--- config.mk ---
export PLATFORM = sky130hd
export DESIGN_NAME = vga_timing_gen_flat
export DESIGN_NICKNAME = d
export VERILOG_FILES = /design/src/rtl/vga_pkg.sv /design/src/rtl/vga_timing_gen_if.sv /design/src/rtl/vga_axis_counter.sv /design/src/rtl/vga_timing_gen.sv /design/src/flat_wrapper.sv
export SDC_FILE = /design/constraint.sdc
export NUM_CORES = 1
export LEC_CHECK = 0
export BUFFER_PORTS_ARGS = -buffer_cell sky130_fd_sc_hd__buf_2
export CAP_MARGIN = 10
export CORE_UTILIZATION = 30
export CTS_BUF_LIST = sky130_fd_sc_hd__clkbuf_4 sky130_fd_sc_hd__clkbuf_8
export CTS_CLUSTER_SIZE = 40
export DETAILED_ROUTE_END_ITERATION = 12
export PLACE_DENSITY = 0.51
export SLEW_MARGIN = 30
export SYNTH_ARGS = -nofsm -noshare
export SYNTH_HDL_FRONTEND = slang
export SYNTH_SLANG_ARGS = --single-unit
--- constraint.sdc ---
create_clock -name clk -period 2.6 [get_ports clk]
set_input_delay 0.52 -clock clk [delete_from_list [all_inputs] [get_ports clk]]
set_output_delay 0.52 -clock clk [all_outputs]
set_load 0.02 [all_outputs]
--- src/rtl/vga_pkg.sv ---
// Shared types and default timing for the VGA raster timing generator.
// The colour-bar table is used only when VGA_TIMING_TESTPAT_EN is defined.
package vga_pkg;

    localparam int H_VA_DEFAULT = 640;
    localparam int H_FP_DEFAULT = 16;
    localparam int H_SP_DEFAULT = 96;
    localparam int H_BP_DEFAULT = 48;
    localparam int V_VA_DEFAULT = 480;
    localparam int V_FP_DEFAULT = 10;
    localparam int V_SP_DEFAULT = 2;
    localparam int V_BP_DEFAULT = 33;

    typedef struct packed {
        int unsigned va;
        int unsigned fp;
        int unsigned sp;
        int unsigned bp;
    } vga_timing_t;

    localparam vga_timing_t H_TIMING_DEFAULT = '{
        va: H_VA_DEFAULT, fp: H_FP_DEFAULT, sp: H_SP_DEFAULT, bp: H_BP_DEFAULT
    };

    localparam int NUM_BARS = 8;

    // 4 bits per channel, ordered R,G,B: white, yellow, cyan, green, magenta, red, blue, black.
    localparam logic [11:0] BAR_COLOURS [NUM_BARS] = '{
        12'hFFF, 12'hFF0, 12'h0FF, 12'h0F0, 12'hF0F, 12'hF00, 12'h00F, 12'h000
    };

    function automatic int unsigned axis_total(input vga_timing_t t);
        return t.va + t.fp + t.sp + t.bp;
    endfunction

endpackage

--- src/rtl/vga_timing_gen_if.sv ---
// Video timing bus: pixel clock-enable and run controls in, sync/blank/coordinate outputs back.
// The rgb signal exists only when VGA_TIMING_TESTPAT_EN is defined.
interface vga_timing_gen_if #(
    parameter int X_W = 10,
    parameter int Y_W = 10
);
    logic           pix_ce;
    logic           en;
    logic [Y_W-1:0] match_line;
    logic           hsync;
    logic           vsync;
    logic           display;
    logic           hblank;
    logic           vblank;
    logic [X_W-1:0] x;
    logic [Y_W-1:0] y;
    logic           line_start;
    logic           frame_start;
    logic           line_match;
`ifdef VGA_TIMING_TESTPAT_EN
    logic [11:0]    rgb;

    modport master (
        input  pix_ce, en, match_line,
        output hsync, vsync, display, hblank, vblank, x, y,
               line_start, frame_start, line_match, rgb
    );
    modport slave (
        output pix_ce, en, match_line,
        input  hsync, vsync, display, hblank, vblank, x, y,
               line_start, frame_start, line_match, rgb
    );
`else
    modport master (
        input  pix_ce, en, match_line,
        output hsync, vsync, display, hblank, vblank, x, y,
               line_start, frame_start, line_match
    );
    modport slave (
        output pix_ce, en, match_line,
        input  hsync, vsync, display, hblank, vblank, x, y,
               line_start, frame_start, line_match
    );
`endif
endinterface

--- src/rtl/vga_axis_counter.sv ---
// One raster axis: position counter with wrap/carry plus active and sync region decode.
// Decode outputs reflect the current (pre-increment) count.
module vga_axis_counter
    import vga_pkg::*;
#(
    parameter vga_timing_t TIM = H_TIMING_DEFAULT,
    parameter int          W   = $clog2(axis_total(TIM))
) (
    input  logic         clk,
    input  logic         rst,
    input  logic         ce_i,
    input  logic         carry_i,
    output logic [W-1:0] count_o,
    output logic         wrap_o,
    output logic         active_o,
    output logic         sync_o
);

    localparam int          TOTAL      = axis_total(TIM);
    localparam logic [W-1:0] LAST       = W'(TOTAL - 1);
    localparam logic [W-1:0] ACTIVE_END = W'(TIM.va);
    localparam logic [W-1:0] SYNC_LO    = W'(TIM.va + TIM.fp);
    localparam logic [W-1:0] SYNC_HI    = W'(TIM.va + TIM.fp + TIM.sp);

    logic [W-1:0] count_q;
    logic [W-1:0] count_d;

    assign count_o  = count_q;
    assign wrap_o   = (count_q == LAST);
    assign active_o = (count_q < ACTIVE_END);
    assign sync_o   = (count_q >= SYNC_LO) && (count_q < SYNC_HI);

    // The carry chains the axes: the vertical axis only moves when the horizontal one wraps.
    always_comb begin
        count_d = count_q;
        if (ce_i && carry_i) begin
            count_d = wrap_o ? '0 : count_q + W'(1);
        end
    end

    always_ff @(posedge clk or negedge rst) begin
        if (!rst) begin
            count_q <= '0;
        end else begin
            count_q <= count_d;
        end
    end

endmodule

--- src/rtl/vga_timing_gen.sv ---
// Parametrised VGA raster timing generator advanced by a pixel clock-enable.
// Define VGA_TIMING_TESTPAT_EN to add an rgb colour-bar test pattern output.
module vga_timing_gen
    import vga_pkg::*;
#(
    parameter int H_VA  = H_VA_DEFAULT,
    parameter int H_FP  = H_FP_DEFAULT,
    parameter int H_SP  = H_SP_DEFAULT,
    parameter int H_BP  = H_BP_DEFAULT,
    parameter int V_VA  = V_VA_DEFAULT,
    parameter int V_FP  = V_FP_DEFAULT,
    parameter int V_SP  = V_SP_DEFAULT,
    parameter int V_BP  = V_BP_DEFAULT,
    parameter int H_POL = 0,
    parameter int V_POL = 0
) (
    input logic              clk,
    input logic              rst,
    vga_timing_gen_if.master bus
);

    localparam vga_timing_t H_TIM = '{va: H_VA, fp: H_FP, sp: H_SP, bp: H_BP};
    localparam vga_timing_t V_TIM = '{va: V_VA, fp: V_FP, sp: V_SP, bp: V_BP};
    localparam int   H_TOTAL = axis_total(H_TIM);
    localparam int   V_TOTAL = axis_total(V_TIM);
    localparam int   X_W     = $clog2(H_TOTAL);
    localparam int   Y_W     = $clog2(V_TOTAL);
    localparam logic HS_ON   = (H_POL != 0);
    localparam logic VS_ON   = (V_POL != 0);

    if (H_VA == 0 || H_FP == 0 || H_SP == 0 || H_BP == 0 ||
        V_VA == 0 || V_FP == 0 || V_SP == 0 || V_BP == 0) begin : g_bad_timing
        $error("vga_timing_gen: every active, porch and sync length must be non-zero");
    end

    logic           ce;
    logic [X_W-1:0] h;
    logic [Y_W-1:0] v;
    logic           hWrap;
    logic           hActive;
    logic           hSync;
    logic           vActive;
    logic           vSync;
    logic           unused_vwrap;

    logic           hsync_q;
    logic           vsync_q;
    logic           display_q;
    logic           hblank_q;
    logic           vblank_q;
    logic [X_W-1:0] x_q;
    logic [Y_W-1:0] y_q;
    logic           line_start_q;
    logic           frame_start_q;
    logic           line_match_q;

    assign ce = bus.pix_ce & bus.en;

    vga_axis_counter #(.TIM(H_TIM), .W(X_W)) u_h_axis (
        .clk      (clk),
        .rst      (rst),
        .ce_i     (ce),
        .carry_i  (1'b1),
        .count_o  (h),
        .wrap_o   (hWrap),
        .active_o (hActive),
        .sync_o   (hSync)
    );

    vga_axis_counter #(.TIM(V_TIM), .W(Y_W)) u_v_axis (
        .clk      (clk),
        .rst      (rst),
        .ce_i     (ce),
        .carry_i  (hWrap),
        .count_o  (v),
        .wrap_o   (unused_vwrap),
        .active_o (vActive),
        .sync_o   (vSync)
    );

`ifdef VGA_TIMING_TESTPAT_EN
    localparam int BAR_W = (H_VA / NUM_BARS > 0) ? H_VA / NUM_BARS : 1;

    logic [11:0] rgb_q;
    logic [11:0] barColour;
    int          barIdx;

    // Pixels past the eighth full bar width fold into the last (black) bar.
    always_comb begin
        barIdx = int'(h) / BAR_W;
        if (barIdx > NUM_BARS - 1) begin
            barIdx = NUM_BARS - 1;
        end
        barColour = BAR_COLOURS[barIdx];
    end

    always_ff @(posedge clk or negedge rst) begin
        if (!rst) begin
            rgb_q <= '0;
        end else if (ce) begin
            rgb_q <= (hActive && vActive) ? barColour : 12'h000;
        end
    end

    assign bus.rgb = rgb_q;
`endif

    // Level outputs follow the counters one ce late; strobes live for a single clk only.
    always_ff @(posedge clk or negedge rst) begin
        if (!rst) begin
            hsync_q       <= ~HS_ON;
            vsync_q       <= ~VS_ON;
            display_q     <= 1'b0;
            hblank_q      <= 1'b0;
            vblank_q      <= 1'b0;
            x_q           <= '0;
            y_q           <= '0;
            line_start_q  <= 1'b0;
            frame_start_q <= 1'b0;
            line_match_q  <= 1'b0;
        end else begin
            line_start_q  <= ce && (h == '0);
            frame_start_q <= ce && (h == '0) && (v == '0);
            line_match_q  <= ce && (h == '0) && (v == bus.match_line);
            if (ce) begin
                hsync_q   <= hSync ? HS_ON : ~HS_ON;
                vsync_q   <= vSync ? VS_ON : ~VS_ON;
                display_q <= hActive && vActive;
                hblank_q  <= ~hActive;
                vblank_q  <= ~vActive;
                x_q       <= h;
                y_q       <= v;
            end
        end
    end

    assign bus.hsync       = hsync_q;
    assign bus.vsync       = vsync_q;
    assign bus.display     = display_q;
    assign bus.hblank      = hblank_q;
    assign bus.vblank      = vblank_q;
    assign bus.x           = x_q;
    assign bus.y           = y_q;
    assign bus.line_start  = line_start_q;
    assign bus.frame_start = frame_start_q;
    assign bus.line_match  = line_match_q;

endmodule

--- src/flat_wrapper.sv ---
// flat-port wrapper written by rule: the top's interface ports become plain ports
module vga_timing_gen_flat import vga_pkg::*;
#(
    parameter int H_VA  = H_VA_DEFAULT,
    parameter int H_FP  = H_FP_DEFAULT,
    parameter int H_SP  = H_SP_DEFAULT,
    parameter int H_BP  = H_BP_DEFAULT,
    parameter int V_VA  = V_VA_DEFAULT,
    parameter int V_FP  = V_FP_DEFAULT,
    parameter int V_SP  = V_SP_DEFAULT,
    parameter int V_BP  = V_BP_DEFAULT,
    parameter int H_POL = 0,
    parameter int V_POL = 0
)
  (clk, rst, bus_pix_ce, bus_en, bus_match_line, bus_hsync, bus_vsync, bus_display, bus_hblank, bus_vblank, bus_x, bus_y, bus_line_start, bus_frame_start, bus_line_match);
  vga_timing_gen_if #(.X_W(($clog2((H_VA + H_FP + H_SP + H_BP)))), .Y_W(($clog2((V_VA + V_FP + V_SP + V_BP))))) bus_i ();
  input logic clk;
  input logic rst;
  input wire logic [$bits(bus_i.pix_ce)-1:0] bus_pix_ce;
  input wire logic [$bits(bus_i.en)-1:0] bus_en;
  input wire logic [$bits(bus_i.match_line)-1:0] bus_match_line;
  output wire logic [$bits(bus_i.hsync)-1:0] bus_hsync;
  output wire logic [$bits(bus_i.vsync)-1:0] bus_vsync;
  output wire logic [$bits(bus_i.display)-1:0] bus_display;
  output wire logic [$bits(bus_i.hblank)-1:0] bus_hblank;
  output wire logic [$bits(bus_i.vblank)-1:0] bus_vblank;
  output wire logic [$bits(bus_i.x)-1:0] bus_x;
  output wire logic [$bits(bus_i.y)-1:0] bus_y;
  output wire logic [$bits(bus_i.line_start)-1:0] bus_line_start;
  output wire logic [$bits(bus_i.frame_start)-1:0] bus_frame_start;
  output wire logic [$bits(bus_i.line_match)-1:0] bus_line_match;
  assign bus_i.pix_ce = bus_pix_ce;
  assign bus_i.en = bus_en;
  assign bus_i.match_line = bus_match_line;
  assign bus_hsync = bus_i.hsync;
  assign bus_vsync = bus_i.vsync;
  assign bus_display = bus_i.display;
  assign bus_hblank = bus_i.hblank;
  assign bus_vblank = bus_i.vblank;
  assign bus_x = bus_i.x;
  assign bus_y = bus_i.y;
  assign bus_line_start = bus_i.line_start;
  assign bus_frame_start = bus_i.frame_start;
  assign bus_line_match = bus_i.line_match;
  vga_timing_gen #(.H_VA(H_VA), .H_FP(H_FP), .H_SP(H_SP), .H_BP(H_BP), .V_VA(V_VA), .V_FP(V_FP), .V_SP(V_SP), .V_BP(V_BP), .H_POL(H_POL), .V_POL(V_POL)) u_core (.clk(clk), .rst(rst), .bus(bus_i));
endmodule
==> flow_summary.ini, run 1 <==
[run_status]
run_status = completed

[placed_design]
place_congestion = 0.835
portBuffers = 41
hpwl_mm = 3.70
place_area_um2 = 2600

[power_and_ir_drop]
clkPwrFrac_pct = 34.7
powerDensity_nw_per_um2 = 634
p_leak_nw = 1.31
p_sw_share_pct = 27.4
pwr-share-seq_pct = 51.0
p_comb_share_pct = 14.3
p_sw_uw = 475
peakVddDrop_v = 0.000204
internal-power_mw = 1.26

[sta]
fin_skew_ps = 8.60
holdWs_ps = 191
hold_viol_final = 0
max_freq_mhz = 492
slew_violations = 0
setup_violations = 0
post-route-min-period_ps = 2030
worst_pin_slew_ps = 604
finalCritPeriodShare_pct = 78.2
max_slew_margin_pct = 59.3
setup-tns-final_ps = 0
grt_setup_unrepaired = no

[clock_tree]
cts_buffers = 5
cts_resized = 0
path_clk_slew_ps = 90
ctsHoldBuffers = 0
htreeDepth = 2
cts_buffer_depth = 2
clock_latency_ps = 310
cts_tree = built
cts-root-buf = clkbuf_8
cts_setup_buffers = 0
clock-sinks = 48

[yosys]
synth_cells = 214
synth_warnings = 0
synth_seq_cells = 48
syn_nets = 232
synth_edf_count = 0
synth-async-reset-ratio_pct = 100
synth_area_um2 = 2310
ys.flop_type = dfrtp_1
ys_seq_area_share_pct = 52.1
syn_area_per_cell_um2 = 10.8
synth_cell_types = 37

[grt]
antenna_found_initial = 0
grt_pass1_vias = 1628
grt_overflow = 0
grt_pass1_wl_mm = 8.38
track_usage_pct = 13.3
grt_max_degree = 27

[floorplanning]
initial_core_util_pct = 31.5
die_area_um2 = 8050
die_w_um = 89.7
coreArea_um2 = 7330
die_h_um = 89.7
io_pins = 42
num_rows = 31

[setup_path]
worst_r2r_path_depth = 4
endpoint = u_core.u_v_axis.count_o[9]$_DFFE_PN0P_
end_kind = flip-flop
cp.required_ps = 2810
start_kind = flip-flop
critPathArrivalTime_ps = 2240
crit_family = simple AND/OR/NAND/NOR gates
max_stage_delay_ps = 560
critPathKind = reg -> reg
cpMaxStageDelayCell = or4_4
reg2reg_slack_ps = 570
critPathMaxFanout = 10
cp.depth = 4
worstPathCellList = or3b_4 -> or4_4 -> a211o_1 -> a21o_1
critPathLaunch = u_core.u_h_axis.count_o[6]$_DFFE_PN0P_
r2r_end = u_core.u_v_axis.count_o[9]$_DFFE_PN0P_
r2r-start = u_core.u_h_axis.count_o[6]$_DFFE_PN0P_
cp_num_buf_inv = 0

[layout]
nets = 268
register_area_um2 = 1200
final_common_cell = dfrtp_1
stdcell_area_um2 = 2730
antennaDiodeCount = 0
layout-drive-gt1-share_pct = 29.9
syn_to_final_growth_pct = 18.1
multi_input_area_um2 = 1010
fill_cells = 737
layout_common_cells = dfrtp_1 (46), buf_2 (41), nand2_1 (19), mux2_2 (18), xnor2_1 (13)

[hold_path]
hp-class = in -> async

[route]
drt-wirelength-per-cell_um = 14.5
drc = 0
wl_mm = 5.07
drtAntennaViolNets = 0
vias_per_cell = 4.83
dr.first_iter.drc_count = 96
drtPass1Iterations = 4
vias = 1689

[flow_run]
cap_viol_max_count = 0
==> layer usage <==
metal  share of wire, %  global-route usage [%]
met1                 49                    17.8
met2                 45                    20.4
met3                4.1                    3.13
met4                2.6                    6.15
met5                  0                       0
==> synth_stat cells (4+ instances only) <==
library cell	n	area [um^2]
nor4_1	8	50.1
o21ai_0	12	60.1
ha_1	4	50.1
and2_1	5	31.3
and4_1	4	35.0
xnor2_1	13	114
mux2_2	18	203
nand4_1	5	31.3
nand2_1	19	71.3
nor2_1	11	41.3
nand3_1	12	60.1
inv_1	6	22.5
xor2_1	7	61.3
dfrtp_1	46	1150
clkbuf_1	13	48.8
==> power by group through the flow <==
stage                     sequential (mW)  combinational (mW)  clock (mW)
after CTS                           0.885               0.250       0.612
after global routing                0.899               0.274       0.643
after global placement              0.899               0.249           0
after detailed placement            0.899               0.249           0
after floorplan                     0.911               0.138           0
final                               0.883               0.247       0.601
==> state kept, by name (all words and copies together) (netlist names), 10 cells and up <==
register                 flops
u_core.bus.x                10
u_core.bus.y                10
u_core.u_h_axis.count_o     10
u_core.u_v_axis.count_o     10
==> through the flow <==
step	total power [mW]	std cells	util [%]	worst slack [ps]
floorplan	1.05	214	-	575
global placement	1.15	342	35.5	596
detailed placement	1.15	342	35.5	581
CTS	1.75	350	37.2	565
global route	1.82	350	37.2	485
finish	1.73	350	37.2	566
==> logic make-up (layout without fill, tap and decap cells) <==
| kind of cell | count (synthesis) | after routing | share of synthesized area [%] |
|---|---|---|---|
| adders and majority gates | 4 | 4 | 2.17 |
| and+or+nand+nor | 80 | 80 | 18.9 |
| buffers and inverters | 21 | 58 | 4.06 |
| muxes | 18 | 18 | 8.78 |
| AOI/OAI and AO/OA | 23 | 23 | 6.39 |
| DFF | 48 | 48 | 52.1 |
| xor gates and xnor gates | 20 | 20 | 7.58 |
==> cell type report <==
type / instances / area share, %
multi-input cells: 145 / 37.1
inverters: 6 / 0.825
flip-flops and latches: 48 / 44.1
clock buffers: 7 / 3.53
well taps: 99 / 4.54
repair buffers: 44 / 8.80
clock inverters: 1 / 1.10
==> how the worst min path moves through the flow <==
stage | to | slack, ps | depth (start not counted)
after CTS | u_core.bus.x[8]$_DFFE_PN0P_ | 210 | 1
after global routing | u_core.bus.x[8]$_DFFE_PN0P_ | 230 | 1
after floorplan | u_core.bus.display$_DFFE_PN0P_ | 220 | 0
final | u_core.u_v_axis.count_o[4]$_DFFE_PN0P_ | 190 | 1
after detailed placement | u_core.bus.hblank$_DFFE_PN0P_ | 460 | 2
after global placement | u_core.bus.display$_DFFE_PN0P_ | 460 | 2
==> worst reg2reg max path: stages (launching register included) <==
cell	delay, ps
dfrtp_1	480
or3b_4	440
or4_4	560
a211o_1	290
a21o_1	170
Power figures use the tool's default switching activity.
==> run 2: changes to the inputs <==
--- a/config.mk
+++ b/config.mk
@@ -5,6 +5,7 @@
 export SDC_FILE = /design/constraint.sdc
 export NUM_CORES = 1
 export LEC_CHECK = 0
+export ABC_AREA = 1
 export BUFFER_PORTS_ARGS = -buffer_cell sky130_fd_sc_hd__buf_2
 export CAP_MARGIN = 10
 export CORE_UTILIZATION = 30
==> constraint.sdc (replaced) <==
create_clock -name clk -period 2.1 [get_ports clk]
set_input_delay 0.42 -clock clk [delete_from_list [all_inputs] [get_ports clk]]
set_output_delay 0.42 -clock clk [all_outputs]
set_load 0.02 [all_outputs]
==> flow_summary.ini, run 2 <==
[yosys]
synth_top_cells_by_count = nand2_1 (73), dfrtp_1 (46), nor2_1 (29)
synth_area_um2 = 2400
syn_area_per_cell_um2 = 8.37
synth_edf_count = 0
ys_seq_area_share_pct = 50.1
synth_warnings = 0
synth_top_area_share_pct = 47.9
synth_cells = 287
synth_largest_area_cell = dfrtp_1
synth-async-reset-ratio_pct = 100
synth_seq_cells = 48
ys.flop_type = dfrtp_1
yosys-top-cells-area = dfrtp_1 (48%), nand2_1 (11%), o21ai_0 (5.8%)
syn_nets = 305
synth.most_common_cell = nand2_1
synth_cell_types = 32

[sta]
post-route-min-period_ps = 1530
slew_violations = 0
max_slew_margin_pct = 59.2
setup_violations = 0
worst_pin_slew_ps = 612
setup-tns-final_ps = 0
max_freq_mhz = 652
grt_setup_unrepaired = no
hold_viol_final = 0
fin_skew_ps = 10.8
finalCritPeriodShare_pct = 73.1

[setup_path]
cp.depth = 6
reg2reg_slack_ps = 570
start_kind = flip-flop
cp.required_ps = 2290
cp_num_buf_inv = 0
cpMaxStageDelayCell = dfrtp_1
max_stage_delay_ps = 380
crit_family = simple AND/OR/NAND/NOR gates
critPathMaxFanout = 11
critPathArrivalTime_ps = 1730
end_kind = flip-flop
worstPathCellList = ha_1 -> nand2_2 -> nor2_8 -> nand4_2 -> nand2_1 -> o21ai_2
worst_r2r_path_depth = 6
critPathKind = reg -> reg

[run_status]
run_status = completed

[grt]
track_usage_pct = 14.3
grt_overflow = 0
grt_pass1_vias = 1896
grt_pass1_wl_mm = 9.39
antenna_found_initial = 0
grt_max_degree = 49

[floorplanning]
io_pins = 42
die_w_um = 91.5
die_area_um2 = 8370
die_h_um = 91.5
initial_core_util_pct = 31.1
num_rows = 32
coreArea_um2 = 7730

[clock_tree]
cts_buffers = 5
cts_buffer_depth = 2
htreeDepth = 2
clock-sinks = 48
path_clk_slew_ps = 90
cts_resized = 0
clock_latency_ps = 300
ctsHoldBuffers = 0
cts_setup_buffers = 0
cts_tree = built
cts-root-buf = clkbuf_8

[hold_path]
hp-class = in -> async

[layout]
antennaDiodeCount = 0
stdcell_count = 435
layout-drive-gt1-share_pct = 21.6
register_area_um2 = 1200
fill_cells = 827
nets = 350
multi_input_area_um2 = 1050
syn_to_final_growth_pct = 18.5
final_common_cell = nand2_1
layout_common_cells = nand2_1 (73), dfrtp_1 (46), buf_2 (41), nor2_1 (29), o21ai_0 (28)

[power_and_ir_drop]
p_sw_uw = 737
internal-power_mw = 1.59
powerDensity_nw_per_um2 = 816
p_comb_share_pct = 20.6
pwr-share-seq_pct = 49.1
peakVddDrop_v = 0.000313
p_leak_nw = 1.41
clkPwrFrac_pct = 30.3
p_sw_share_pct = 31.7

[route]
vias_per_cell = 4.56
vias = 1983
drt-wirelength-per-cell_um = 12.5
drtAntennaViolNets = 0
wl_mm = 5.44
drtPass1Iterations = 5
dr.first_iter.drc_count = 127
drc = 0

[placed_design]
place_congestion = 0.831
hpwl_mm = 4.00
portBuffers = 41
dp.cells = 427

[flow_run]
cap_viol_max_count = 0
==> run 2: cell types whose count changed in the layout (fill, tap and decap cells not counted), moves of 4 or more <==
cell / previous run / this run
and2_1: 5 / 0
and4_1: 4 / 0
inv_1: 6 / 26
mux2_2: 18 / 0
nand2_1: 19 / 73
nand3_1: 12 / 26
nor2_1: 11 / 29
nor4_1: 8 / 1
o21ai_0: 12 / 28
o21ai_2: 0 / 4
xnor2_1: 13 / 2
==> run 2: layout make-up <==
cell class | count | share of cell area, %
sequential | 48 | 42.3
multi-input combinational | 203 | 36.9
timing repair buffer | 45 | 8.26
tap | 102 | 4.48
inverter | 29 | 3.82
clock buffer | 6 | 2.90
clock inverter | 2 | 1.36
==> run 2: path summary, 6_finish.rpt <==
kind / startpoint / to
setup / recovery: u_core.u_h_axis.count_o[1]$_DFFE_PN0P_ / u_core.u_v_axis.count_o[4]$_DFFE_PN0P_
hold / removal: rst / u_core.bus.x[0]$_DFFE_PN0P_
setup reg to reg: u_core.u_h_axis.count_o[1]$_DFFE_PN0P_ / u_core.u_v_axis.count_o[4]$_DFFE_PN0P_
hold reg to reg: u_core.bus.hblank$_DFFE_PN0P_ / u_core.bus.hblank$_DFFE_PN0P_
max in group asynchronous: rst / u_core.u_h_axis.count_o[7]$_DFFE_PN0P_
min in group clk: u_core.bus.hblank$_DFFE_PN0P_ / u_core.bus.hblank$_DFFE_PN0P_
==> run 2: power by group through the flow <==
stage	clock network, mW	logic [mW]	registers (mW)
floorplan	0	0.242	1.22
global placement	0	0.489	1.16
detailed placement	0	0.486	1.16
CTS	0.724	0.489	1.14
global route	0.774	0.537	1.16
finish	0.704	0.480	1.14
==> run 2: metal layers <==
layer	part of all wire (%)	wire (um)	track usage [%]	up-vias
li1	-	-	-	1023
met1	53	2870	21.0	891
met2	41	2240	21.1	60
met3	4.3	236	2.68	9
met4	1.7	93	4.50	0
met5	0	0	0	-
==> run 2: logic make-up (layout without fill, tap and decap cells) <==
| family | Yosys count | count (layout) | synth area share (%) |
|---|---|---|---|
| xor+xnor | 11 | 11 | 4.01 |
| fa+ha+maj | 4 | 4 | 2.08 |
| flops | 48 | 48 | 50.1 |
| compound gates | 39 | 39 | 9.06 |
| simple gates | 149 | 149 | 28.6 |
| buf+inv | 36 | 82 | 6.19 |
==> run 2: stage by stage <==
step	utilization, %	setup WS (ps)	hold WS (ps)	power [mW]	instance area [um^2]
detailed placement	35.3	567	467	1.65	2730
floorplan	-	837	124	1.46	2400
global route	36.9	360	237	2.47	2850
CTS	36.9	543	230	2.35	2850
global placement	35.3	594	461	1.65	2730
finish	36.9	565	195	2.32	2850
==> run 3: changes to the inputs <==
--- a/config.mk
+++ b/config.mk
@@ -5,7 +5,7 @@
 export SDC_FILE = /design/constraint.sdc
 export NUM_CORES = 1
 export LEC_CHECK = 0
-export ABC_AREA = 1
+export ABC_AREA = 0
 export BUFFER_PORTS_ARGS = -buffer_cell sky130_fd_sc_hd__buf_2
 export CAP_MARGIN = 10
 export CORE_UTILIZATION = 30
==> constraint.sdc (replaced) <==
create_clock -name clk -period 1.6 [get_ports clk]
set_input_delay 0.32 -clock clk [delete_from_list [all_inputs] [get_ports clk]]
set_output_delay 0.32 -clock clk [all_outputs]
set_load 0.02 [all_outputs]
==> flow_summary.ini, run 3 (same netlist as run 1, synthesis figures left out) <==
[sta]
post-route-min-period_ps = 1810
setup-tns-final_ps = -1650
holdWs_ps = 354
setup_violations = 15
max_freq_mhz = 552
worst_slack_ps = -211
finalCritPeriodShare_pct = 113
grt_setup_unrepaired = yes
slew_violations = 0
fin_skew_ps = 5.86
hold_viol_final = 0
worst_pin_slew_ps = 415
max_slew_margin_pct = 72.1

[layout]
nets = 309
final_common_cell = dfrtp_1
antennaDiodeCount = 0
stdcell_area_um2 = 3150
layout_common_cells = dfrtp_1 (45), buf_2 (41), buf_4 (36), nand2_1 (19), mux2_2 (16)
stdcell_count = 391
syn_to_final_growth_pct = 36.6
layout-drive-gt1-share_pct = 45.9

[run_status]
run_status = finished, violations left
failed_checks = setup timing

[placed_design]
hpwl_mm = 4.18
place_congestion = 0.833
portBuffers = 41
place_area_um2 = 2880
dp.cells = 378

[grt]
grt_max_degree = 24
grt_overflow = 0
grt_pass1_vias = 1853
antenna_found_initial = 0
grt_pass1_wl_mm = 9.28
track_usage_pct = 14.7

[clock_tree]
cts-root-buf = clkbuf_8
cts_buffers = 5
htreeDepth = 2
clock_latency_ps = 300
cts_buffer_depth = 2
path_clk_slew_ps = 80
clock-sinks = 48
cts_tree = built

[route]
dr.first_iter.drc_count = 118
drtAntennaViolNets = 0
drtPass1Iterations = 4
drc = 0
vias = 1818
drt-wirelength-per-cell_um = 14.2
wl_mm = 5.54
vias_per_cell = 4.65

[floorplanning]
die_h_um = 89.7
num_rows = 31
io_pins = 42
die_area_um2 = 8050
initial_core_util_pct = 31.5
die_w_um = 89.7
coreArea_um2 = 7330

[power_and_ir_drop]
total_power_mw = 2.72
p_leak_nw = 1.55
peakVddDrop_v = 0.000316
pwr-share-seq_pct = 51.0
internal-power_mw = 1.95
clkPwrFrac_pct = 28.8
p_sw_share_pct = 28.4
p_sw_uw = 771
p_comb_share_pct = 20.2
powerDensity_nw_per_um2 = 862

[setup_path]
end_kind = flip-flop
critPathKind = reg -> reg
max_stage_delay_ps = 540
critPathArrivalTime_ps = 2000
start_kind = flip-flop
reg2reg_slack_ps = -210
cp_num_buf_inv = 1
critPathMaxFanout = 4
worstPathCellList = buf_6 -> or4bb_4 -> nor2_4 -> and4_1 -> mux2_4
cp.required_ps = 1790
crit_family = simple AND/OR/NAND/NOR gates
cpMaxStageDelayCell = or4bb_4

[flow_run]
cap_viol_max_count = 0

[hold_path]
hp-class = in -> reg
[run 3: changes by cell type in the layout (fill, tap and decap cells not counted), sizes merged, moves of 3 or more]
| cell | change |
|---|---|
| nand2 | -56 |
| inv | -23 |
| nor4 | +7 |
| xnor2 | +11 |
| and2 | +5 |
| o21ai | -22 |
| nand3 | -15 |
| buf | +39 |
| nor2 | -22 |
| mux2 | +18 |
| and4 | +4 |
| and3 | +3 |
[run 3: layer usage]
metal  share of wire [%]  vias to the layer above  global-route usage (%)
li1                    -                      904                       -
met1                  47                      880                    19.2
met2                  48                       29                    24.2
met3                 3.0                        5                    3.05
met4                 1.3                        0                    4.92
met5                   0                        -                       0
[run 3: timing repair]
item,in CTS,in global routing
gates resized for setup,12,19
hold buffers,1,0
endpoints found under the setup margin,19,19
gates cloned,0,0
setup buffers,3,2
hold endpoints to repair,14,0
pin swaps,9,8
[run 3: cell type report]
cell class	count	area, um^2
clock buffer	8	97.6
fill	710	4180
inverter	6	22.5
multi-input combinational	145	1130
sequential	48	1200
tap	99	124
timing repair buffer	85	573
[run 3: path summary, 6_finish.rpt]
kind | startpoint | end | cells past startpoint
setup / recovery | u_core.u_h_axis.count_o[6]$_DFFE_PN0P_ | u_core.u_v_axis.count_o[4]$_DFFE_PN0P_ | 5
hold / removal | bus_match_line[8] | u_core.bus.line_match$_DFF_PN0_ | 4
setup reg to reg | u_core.u_h_axis.count_o[6]$_DFFE_PN0P_ | u_core.u_v_axis.count_o[4]$_DFFE_PN0P_ | 5
hold reg to reg | u_core.bus.x[1]$_DFFE_PN0P_ | u_core.bus.x[1]$_DFFE_PN0P_ | 2
max in group asynchronous | rst | u_core.bus.y[0]$_DFFE_PN0P_ | 3
min in group asynchronous | rst | u_core.bus.x[5]$_DFFE_PN0P_ | 2
[run 3: power groups by stage]
stage	sequential (mW)	clock, mW	combinational, mW
floorplan	1.48	0	0.227
global placement	1.41	0	0.538
detailed placement	1.41	0	0.544
CTS	1.39	0.811	0.552
global route	1.40	0.864	0.613
finish	1.39	0.784	0.549
[run 3: metrics by stage]
step	utilization (%)	setup WS (ps)
CTS	41.8	-224
detailed placement	39.3	-252
floorplan	-	-377
global route	43.0	-341
finish	43.0	-211
global placement	39.3	-230
[run 3: tightest hold or removal path, stage by stage]
cell     delay (ps)
buf_2            80
xnor2_1          50
nand4_1         110
nor3_2           50
